$ cat config.mk
export PLATFORM = sky130hd
export DESIGN_NAME = gun_position_ctrl_flat
export DESIGN_NICKNAME = d
export VERILOG_FILES = /design/src/rtl/gun_pkg.sv /design/src/rtl/gun_position_ctrl_if.sv /design/src/rtl/gun_axis.sv /design/src/rtl/gun_position_ctrl.sv /design/src/flat_wrapper.sv
export SDC_FILE = /design/constraint.sdc
export NUM_CORES = 1
export LEC_CHECK = 0
export CAP_MARGIN = 0
export CELL_PAD_IN_SITES_DETAIL_PLACEMENT = 0
export CELL_PAD_IN_SITES_GLOBAL_PLACEMENT = 1
export CORE_UTILIZATION = 44
export DETAILED_ROUTE_END_ITERATION = 8
export PLACE_DENSITY_LB_ADDON = 0.1
export RECOVER_POWER = 50
export SETUP_SLACK_MARGIN = 0.2
export SLEW_MARGIN = 5
export SYNTH_ARGS = -nofsm -noshare
export SYNTH_HDL_FRONTEND = slang
export SYNTH_HIERARCHICAL = 1
export SYNTH_SLANG_ARGS = --single-unit
$ cat constraint.sdc
create_clock -name clock_12 -period 2.4 [get_ports clock_12]
set_input_delay 0.36 -clock clock_12 [delete_from_list [all_inputs] [get_ports clock_12]]
set_output_delay 0.36 -clock clock_12 [all_outputs]
set_load 0.05 [all_outputs]
$ cat src/rtl/gun_pkg.sv
// Shared types and helpers for the light-gun position controller.
package gun_pkg;

    typedef enum logic [1:0] {
        GUN_IDLE,
        GUN_SLOW,
        GUN_FAST
    } gun_state_t;

    // Mid-scale coordinate for a given width.
    function automatic int unsigned gun_center(input int unsigned width);
        return 32'(1) << (width - 1);
    endfunction

endpackage

$ cat src/rtl/gun_position_ctrl_if.sv
// Joystick/pacing inputs and gun coordinate outputs of the position controller.
interface gun_position_ctrl_if #(
    parameter int unsigned GUN_W = 6
);
    logic             cnt_4ms;
    logic             m_left;
    logic             m_right;
    logic             m_up;
    logic             m_down;
    logic             m_center;
    logic [GUN_W-1:0] gun_h;
    logic [GUN_W-1:0] gun_v;
    logic             gun_moved;

    modport master (
        output cnt_4ms, m_left, m_right, m_up, m_down, m_center,
        input  gun_h, gun_v, gun_moved
    );

    modport slave (
        input  cnt_4ms, m_left, m_right, m_up, m_down, m_center,
        output gun_h, gun_v, gun_moved
    );
endinterface

$ cat src/rtl/gun_axis.sv
// One coordinate axis: IDLE/SLOW/FAST acceleration FSM with a saturating
// position register. changed flags that pos_o updates on the coming edge.
module gun_axis
    import gun_pkg::*;
#(
    parameter int unsigned GUN_W      = 6,
    parameter int unsigned SLOW_DIV   = 4,
    parameter int unsigned FAST_DIV   = 1,
    parameter int unsigned ACCEL_HOLD = 8
) (
    input  logic             clock_12,
    input  logic             reset,
    input  logic             tick,
    input  logic             neg,
    input  logic             pos,
    input  logic             center,
    output logic [GUN_W-1:0] pos_o,
    output logic             changed
);

    localparam int unsigned DIV_MAX = (SLOW_DIV > FAST_DIV) ? SLOW_DIV : FAST_DIV;
    localparam int unsigned DIV_W   = (DIV_MAX > 1) ? $clog2(DIV_MAX) : 1;
    localparam int unsigned HOLD_W  = $clog2(ACCEL_HOLD + 1);

    localparam logic [GUN_W-1:0]  CENTER   = GUN_W'(gun_center(GUN_W));
    localparam logic [GUN_W-1:0]  POS_MAX  = '1;
    localparam logic [DIV_W-1:0]  SLOW_TOP = DIV_W'(SLOW_DIV - 1);
    localparam logic [DIV_W-1:0]  FAST_TOP = DIV_W'(FAST_DIV - 1);
    localparam logic [HOLD_W-1:0] HOLD_TOP = HOLD_W'(ACCEL_HOLD);

    gun_state_t        state_q, state_d;
    logic [DIV_W-1:0]  div_q,   div_d;
    logic [HOLD_W-1:0] hold_q,  hold_d;
    logic [GUN_W-1:0]  pos_q,   pos_d;
    logic [HOLD_W-1:0] hold_inc;
    logic              step;

    always_ff @(posedge clock_12 or posedge reset) begin
        if (reset) begin
            state_q <= GUN_IDLE;
            div_q   <= '0;
            hold_q  <= '0;
            pos_q   <= CENTER;
        end else begin
            state_q <= state_d;
            div_q   <= div_d;
            hold_q  <= hold_d;
            pos_q   <= pos_d;
        end
    end

    // Recentre overrides everything; otherwise the FSM only moves on a tick.
    always_comb begin
        state_d  = state_q;
        div_d    = div_q;
        hold_d   = hold_q;
        pos_d    = pos_q;
        step     = 1'b0;
        hold_inc = hold_q + HOLD_W'(1);

        if (center) begin
            state_d = GUN_IDLE;
            div_d   = '0;
            hold_d  = '0;
            pos_d   = CENTER;
        end else if (tick) begin
            if (neg == pos) begin
                state_d = GUN_IDLE;
                div_d   = '0;
                hold_d  = '0;
            end else begin
                unique case (state_q)
                    GUN_IDLE: begin
                        step    = 1'b1;
                        state_d = GUN_SLOW;
                        div_d   = '0;
                        hold_d  = '0;
                    end
                    GUN_SLOW: begin
                        if (div_q == SLOW_TOP) begin
                            step   = 1'b1;
                            div_d  = '0;
                            hold_d = hold_inc;
                            if (hold_inc == HOLD_TOP) begin
                                state_d = GUN_FAST;
                            end
                        end else begin
                            div_d = div_q + DIV_W'(1);
                        end
                    end
                    GUN_FAST: begin
                        if (div_q == FAST_TOP) begin
                            step  = 1'b1;
                            div_d = '0;
                        end else begin
                            div_d = div_q + DIV_W'(1);
                        end
                    end
                    default: begin
                        state_d = GUN_IDLE;
                        div_d   = '0;
                        hold_d  = '0;
                    end
                endcase

                // Steps past either end are dropped; counters keep advancing.
                if (step) begin
                    if (pos && (pos_q != POS_MAX)) begin
                        pos_d = pos_q + GUN_W'(1);
                    end else if (neg && (pos_q != '0)) begin
                        pos_d = pos_q - GUN_W'(1);
                    end
                end
            end
        end
    end

    assign pos_o   = pos_q;
    assign changed = (pos_d != pos_q);

endmodule

$ cat src/rtl/gun_position_ctrl.sv
// Joystick-to-light-gun coordinate integrator: tick edge detector, two axis
// integrators, and the registered movement pulse.
module gun_position_ctrl
    import gun_pkg::*;
#(
    parameter int unsigned GUN_W      = 6,
    parameter int unsigned SLOW_DIV   = 4,
    parameter int unsigned FAST_DIV   = 1,
    parameter int unsigned ACCEL_HOLD = 8
) (
    input  logic                clock_12,
    input  logic                reset,
    gun_position_ctrl_if.slave  bus
);

    logic             cnt_4ms_d;
    logic             tick;
    logic             h_changed;
    logic             v_changed;
    logic             gun_moved_q;
    logic [GUN_W-1:0] h_pos;
    logic [GUN_W-1:0] v_pos;

    // One tick per rising edge of the pacing strobe.
    assign tick = bus.cnt_4ms & ~cnt_4ms_d;

    always_ff @(posedge clock_12 or posedge reset) begin
        if (reset) begin
            cnt_4ms_d   <= 1'b0;
            gun_moved_q <= 1'b0;
        end else begin
            cnt_4ms_d   <= bus.cnt_4ms;
            gun_moved_q <= h_changed | v_changed;
        end
    end

    gun_axis #(
        .GUN_W      (GUN_W),
        .SLOW_DIV   (SLOW_DIV),
        .FAST_DIV   (FAST_DIV),
        .ACCEL_HOLD (ACCEL_HOLD)
    ) u_axis_h (
        .clock_12 (clock_12),
        .reset    (reset),
        .tick     (tick),
        .neg      (bus.m_left),
        .pos      (bus.m_right),
        .center   (bus.m_center),
        .pos_o    (h_pos),
        .changed  (h_changed)
    );

    gun_axis #(
        .GUN_W      (GUN_W),
        .SLOW_DIV   (SLOW_DIV),
        .FAST_DIV   (FAST_DIV),
        .ACCEL_HOLD (ACCEL_HOLD)
    ) u_axis_v (
        .clock_12 (clock_12),
        .reset    (reset),
        .tick     (tick),
        .neg      (bus.m_up),
        .pos      (bus.m_down),
        .center   (bus.m_center),
        .pos_o    (v_pos),
        .changed  (v_changed)
    );

    assign bus.gun_h     = h_pos;
    assign bus.gun_v     = v_pos;
    assign bus.gun_moved = gun_moved_q;

endmodule

$ cat src/flat_wrapper.sv
// flat-port wrapper written by rule: the top's interface ports become plain ports
module gun_position_ctrl_flat import gun_pkg::*;
#(
    parameter int unsigned GUN_W      = 6,
    parameter int unsigned SLOW_DIV   = 4,
    parameter int unsigned FAST_DIV   = 1,
    parameter int unsigned ACCEL_HOLD = 8
)
  (clock_12, reset, bus_cnt_4ms, bus_m_left, bus_m_right, bus_m_up, bus_m_down, bus_m_center, bus_gun_h, bus_gun_v, bus_gun_moved);
  gun_position_ctrl_if #(.GUN_W(GUN_W)) bus_i ();
  input  logic clock_12;
  input  logic reset;
  input wire logic [$bits(bus_i.cnt_4ms)-1:0] bus_cnt_4ms;
  input wire logic [$bits(bus_i.m_left)-1:0] bus_m_left;
  input wire logic [$bits(bus_i.m_right)-1:0] bus_m_right;
  input wire logic [$bits(bus_i.m_up)-1:0] bus_m_up;
  input wire logic [$bits(bus_i.m_down)-1:0] bus_m_down;
  input wire logic [$bits(bus_i.m_center)-1:0] bus_m_center;
  output wire logic [$bits(bus_i.gun_h)-1:0] bus_gun_h;
  output wire logic [$bits(bus_i.gun_v)-1:0] bus_gun_v;
  output wire logic [$bits(bus_i.gun_moved)-1:0] bus_gun_moved;
  assign bus_i.cnt_4ms = bus_cnt_4ms;
  assign bus_i.m_left = bus_m_left;
  assign bus_i.m_right = bus_m_right;
  assign bus_i.m_up = bus_m_up;
  assign bus_i.m_down = bus_m_down;
  assign bus_i.m_center = bus_m_center;
  assign bus_gun_h = bus_i.gun_h;
  assign bus_gun_v = bus_i.gun_v;
  assign bus_gun_moved = bus_i.gun_moved;
  gun_position_ctrl #(.GUN_W(GUN_W), .SLOW_DIV(SLOW_DIV), .FAST_DIV(FAST_DIV), .ACCEL_HOLD(ACCEL_HOLD)) u_core (.clock_12(clock_12), .reset(reset), .bus(bus_i));
endmodule
; Word level (Yosys, flattened, before mapping)
; Index checks and enable logic that the tools add are counted.
[totals]
in_bits = 8
latch_bits = 0
ram_bits = 0
memories = 0
regBits = 30
rom_bits = 0
[op_classes]
div = 0
n_mul = 0
add_sub_neg = 8
n_bitwise = 3
order_cmp = 0
reduce_logical = 15
shifts = 0
mux = 58
eq_ne = 20
[ops]
columns = cell, n
row1 = $mux W6, 12
row2 = $mux W2, 20
row3 = $mux W4, 8
row4 = $ne A4 B4 Y1 const B, 4
row5 = $pmux W4 S2, 2
row6 = $add A6 B1 Y6 const B, 2
row7 = $ne A6 B6 Y1, 2
row8 = $ne A6 B6 Y1 const B, 2
row9 = $pmux W2 S3, 2
row10 = $reduce_bool A6 Y1, 2
row11 = $sub A6 B1 Y6 const B, 2
row12 = $mux W1, 10
row13 = $add A4 B1 Y4 const B, 2
row14 = $eq A2 B2 Y1 const B, 4
row15 = $eq A4 B4 Y1 const B, 2
row16 = $logic_not A2 Y1, 4
row17 = $pmux W2 S2, 2
row18 = $reduce_and A4 Y1, 2
row19 = $ne A3 B3 Y1 const B, 2
row20 = $pmux W1 S3, 2
row21 = $reduce_and A3 Y1, 2
row22 = $add A2 B1 Y2 const B, 2
row23 = $eq A2 B1 Y1 const B, 2
row24 = $logic_and A1 B1 Y1, 4
row25 = 5 further kinds, 6

; Longest topological paths before layout
[logic_depth]
ltp_word = 12
ltp_mapped = 8
depth_no_buf = 8

; By module
; Netlist, hierarchy kept.
[by_module_without_submodules]
columns = module, instances, seq_area_each_um2, cells_per_inst, area_per_inst_um2
row1 = gun_axis at u_core.u_axis_v, 1, 351.6, 122, 1084.8
row2 = gun_axis at u_core.u_axis_h, 1, 351.6, 119, 1063.5
row3 = gun_position_ctrl, 1, 50.0, 5, 66.3

; Worst setup path after synthesis
; OpenSTA, ideal clock, no wires.
[synth_timing]
path_kind = reg2reg
startpoint = reg u_core.u_axis_h.pos_q[0] (netlist: u_core/u_axis_h/pos_o[0])
endpoint = reg u_core.u_axis_h.pos_q[4] (netlist: u_core/u_axis_h/pos_o[4])
path_stages_with_launch = 8
setup_ns = 0.128
arrival_ns = 2.030
path_slack_ns = 0.242
period_less_slack_ns = 2.158
n_path_buf = 0
path_cell_list = dfrtp_1 inv_1 ha_1 or4b_1 o21ai_1 a21oi_2 o21ai_1 mux2_1
[synth_via]
elab_chain_len = 8
elab_cells_between_ends = 12
[synth_rtl]
columns = item, line
row1 = start: declaration, gun_axis.sv:34  ; logic [GUN_W-1:0] pos_q, pos_d;
row2 = start signal: assignment, gun_axis.sv:48  ; pos_q <= pos_d;
row3 = "parallel branches: the longest is 3 deep, another holds $sub A6 B1 Y6", -
row4 = $mux W6 (*), gun_axis.sv:108  ; if (pos && (pos_q != POS_MAX)) begin
row5 = $mux W6 (*), gun_axis.sv:107  ; if (step) begin
row6 = $mux W6 (*), gun_axis.sv:67  ; if (neg == pos) begin
row7 = $mux W6 (*), gun_axis.sv:66  ; end else if (tick) begin
row8 = $mux W6 (*), gun_axis.sv:61  ; if (center) begin
row9 = net u_core.u_axis_h.pos_d[4], gun_axis.sv:34
; Mark *: on every way through the listed nets, which the timed path passes.
; A chain may end at the register's enable or synchronous reset.

; Worst setup path in the final report
[layout_timing]
startpoint = reg u_core.u_axis_v.pos_q[5] (netlist: u_core/u_axis_v/pos_o[5])
endpoint = out bus_gun_v[5]
[layout_rtl]
columns = item, line
row1 = start: declaration, gun_axis.sv:34
row2 = start signal: assignment, gun_axis.sv:48
row3 = end: declaration, flat_wrapper.sv:20  ; output wire logic [$bits(bus_i.gun_v)-1:0] bus_gun_v;
; No word-level cell between the ends.

==> flow_summary.json <==
{
  "status": "finished clean",
  "yosysSeqAreaShare_pct": 34.0,
  "grt_pass1_wl_um": 8050,
  "setup_violations": 0,
  "n_antenna_cell": 0,
  "wirelength_um": 4570,
  "cts_max_path_buffers": 2,
  "synth_xor_area_share_pct": 4.29,
  "wl_met3_um": 140,
  "final.fill_count": 447,
  "synth-compound-area-share_pct": 20.2,
  "p_leak_uw": 0.00110,
  "h-tree-depth": 2,
  "wl_per_cell_um": 13.3,
  "yosysMostFrequentCell": "dfrtp_1",
  "fin_crit_sh_pct": 86.3,
  "drt_iter0_drc": 123,
  "cts_buffers": 5,
  "grt_pass1_vias": 1795,
  "cts_tree": "done",
  "drive_gt1_share_pct": 8.63,
  "dp_hpwl_um": 3370,
  "synth-adder-area-share_pct": 13.6,
  "row_count": 25,
  "reg2reg_to": "u_core/u_axis_h/pos_o[4]$_DFF_PP0_",
  "ys.flop_type": "dfrtp_1",
  "vias": 1852,
  "syn_area_mm2": 0.00221,
  "die_h_um": 72.9,
  "synth_top_cells_by_area": "dfrtp_1, ha_1, o21ai_0",
  "fin_tns_setup_ns": 0,
  "cp.required_ns": 2.04,
  "hold_viol_final": 0,
  "place_ws_ns": 0.155,
  "synth-async-reset-ratio_pct": 100,
  "worstReg2RegStart": "u_core/u_axis_h/pos_o[0]$_DFF_PP0_",
  "dieArea_mm2": 0.00532,
  "grt.overflow.total": 0,
  "cts_sinks": 30,
  "startpoint": "u_core/u_axis_v/pos_o[5]$_DFF_PP1_",
  "ys_ff_latch": 30,
  "worst_pin_slew_ns": 0.587,
  "netlist_instances": 246,
  "critical_path_peak_fanout": 7,
  "nets": 309,
  "first_pass_iters": 4,
  "post-cts-setup-buffers": 0,
  "max_freq_mhz": 483,
  "io_pins": 21,
  "synth_common_cells": "dfrtp_1, ha_1, nand2_1, inv_1",
  "synth_mux_area_share_pct": 2.09,
  "arrival_ns": 1.71,
  "max_stage_delay_ns": 0.82,
  "crit_slowest_cell": "clkdlybuf4s50_1",
  "crit_end": "bus_gun_v[5]",
  "path_cells": "clkdlybuf4s50_1",
  "criticalPathCategory": "flip-flop to output pin",
  "min_period_ns": 2.07,
  "areaGrowthSynthToFinish_pct": 18.9,
  "final_max_slew_viol_count": 0,
  "synth_top_area_share_pct": 31.6,
  "rsz0062_at_grt": "false",
  "io_buffers": 20,
  "startpoint_type": "flip-flop",
  "layout_setup_ws_ns": 0.329,
  "ctsResizeCount": 0,
  "drc": 0,
  "wl_met2_um": 2090,
  "drv_cap": 0,
  "synth_top_family_by_area": "simple AND/OR/NAND/NOR gates",
  "crit_family": "buffers and inverters",
  "routed.top_layer": "met4",
  "regToRegSetupSlack_ns": 0.35,
  "ir_drop_mv": 0.281,
  "syn_area_per_cell_um2": 9.00,
  "synthDistinctLibCells": 55,
  "antenna_found_initial": 0,
  "yosysWarnings": 6,
  "min_path_type": "input pin to asynchronous set/reset pin",
  "reg2regPathDepth": 7,
  "fin_skew_ns": 0.00945,
  "syn_nets": 278,
  "gp_congestion": 0.792,
  "synthSimpleGateAreaFrac_pct": 21.5,
  "slew_headroom_pct": 60.8,
  "grt_usage_pct": 19.6,
  "die_w_um": 72.9,
  "worst_setup_path_end_kind": "output pin",
  "total_power_uw": 1270,
  "coreArea_mm2": 0.00479,
  "via_per_inst": 5.37,
  "ant_nets": 0,
  "synth.largest_area_cell": "dfrtp_1",
  "p_per_area_mw_per_mm2": 481,
  "clk_pin_slew_ns": 0.06,
  "insertion_delay_ns": 0.29,
  "cts.hold.buffers_added": 0,
  "synth_edf_count": 0,
  "wl_met1_um": 2290,
  "cp_num_cells": 1,
  "start_util_pct": 46.3,
  "grt_max_degree": 15,
  "cts_root_buf": "clkbuf_8",
  "critPathBufInv": 1
}
-- stage by stage --
stage                     hold slack (ns)  utilization, %  std cells  area, um^2
after floorplan                     0.101               -        246        2210
after global placement              0.496            53.4        337        2560
after detailed placement            0.488            53.4        337        2560
after CTS                           0.276            55.3        345        2650
after global routing                0.421            55.0        345        2630
final                               0.415            55.0        345        2630
-- state kept, by name, summed over array words and instances, names as in the netlist --
register and flops:
u_core/u_axis_v/pos_o 6, u_core/bus.gun_moved 1, u_core/u_axis_h/state_q 2, u_core/u_axis_v/state_q 2, u_core/u_axis_h/hold_q 4, u_core/cnt_4ms_d 1
u_core/u_axis_v/div_q 2, u_core/u_axis_h/div_q 2, u_core/u_axis_h/pos_o 6, u_core/u_axis_v/hold_q 4
-- area by class of cell --
type | count | area (um^2) | share of cell area, %
multi-input cells | 191 | 1360 | 51.5
clock buffers | 7 | 86.3 | 3.28
clock inverters | 1 | 5.00 | 0.190
repair buffers | 29 | 273 | 10.4
flip-flops and latches | 30 | 753 | 28.6
inverters | 20 | 75.1 | 2.85
well taps | 67 | 83.8 | 3.18
-- layer usage --
layer,vias to the layer above,GRT usage (%)
li1,957,-
met1,863,26.0
met2,28,31.3
met3,4,4.56
met4,0,7.19
met5,-,0
-- power breakdown --
part | total, uW | internal, uW | leakage, uW | switching [uW]
registers | 553 | 526 | 0.000404 | 27.2
logic | 290 | 117 | 0.000645 | 173
clock network | 423 | 231 | 0.0000482 | 192
-- worst min path at each step --
stage / cells after the start / end / slack, ns / from
after floorplan: 1 / u_core/bus.gun_moved$_DFF_PP0_ / 0.10 / reset
after detailed placement: 1 / u_core/u_axis_h/hold_q[3]$_DFFE_PP0P_ / 0.49 / u_core/u_axis_h/hold_q[3]$_DFFE_PP0P_
after global placement: 1 / u_core/u_axis_h/hold_q[3]$_DFFE_PP0P_ / 0.50 / u_core/u_axis_h/hold_q[3]$_DFFE_PP0P_
final: 2 / u_core/bus.gun_moved$_DFF_PP0_ / 0.41 / reset
after global routing: 2 / u_core/bus.gun_moved$_DFF_PP0_ / 0.42 / reset
after CTS: 2 / u_core/bus.gun_moved$_DFF_PP0_ / 0.28 / reset
-- cells by family (layout without fill, tap and decap cells) --
family                     after synthesis  in the layout
AOI/OAI and AO/OA                       66             66
xor gates and xnor gates                10             10
DFF                                     30             30
and+or+nand+nor                         87             87
muxes                                    4              4
buffers and inverters                   25             57
adders and majority gates               24             24
-- placed cells by master (no fill, tap or decap), types with 5 or more instances in the layout --
| cell | n |
|---|---|
| a21oi_1 | 12 |
| and2_1 | 6 |
| and3_1 | 5 |
| buf_4 | 6 |
| clkbuf_8 | 6 |
| clkdlybuf4s50_1 | 16 |
| dfrtp_1 | 28 |
| ha_1 | 24 |
| inv_1 | 20 |
| nand2_1 | 21 |
| nand3_1 | 13 |
| nor2_1 | 17 |
| nor3_1 | 5 |
| o21ai_0 | 17 |
| xnor2_1 | 6 |
Note: power is estimated with default switching activity, not from simulation.
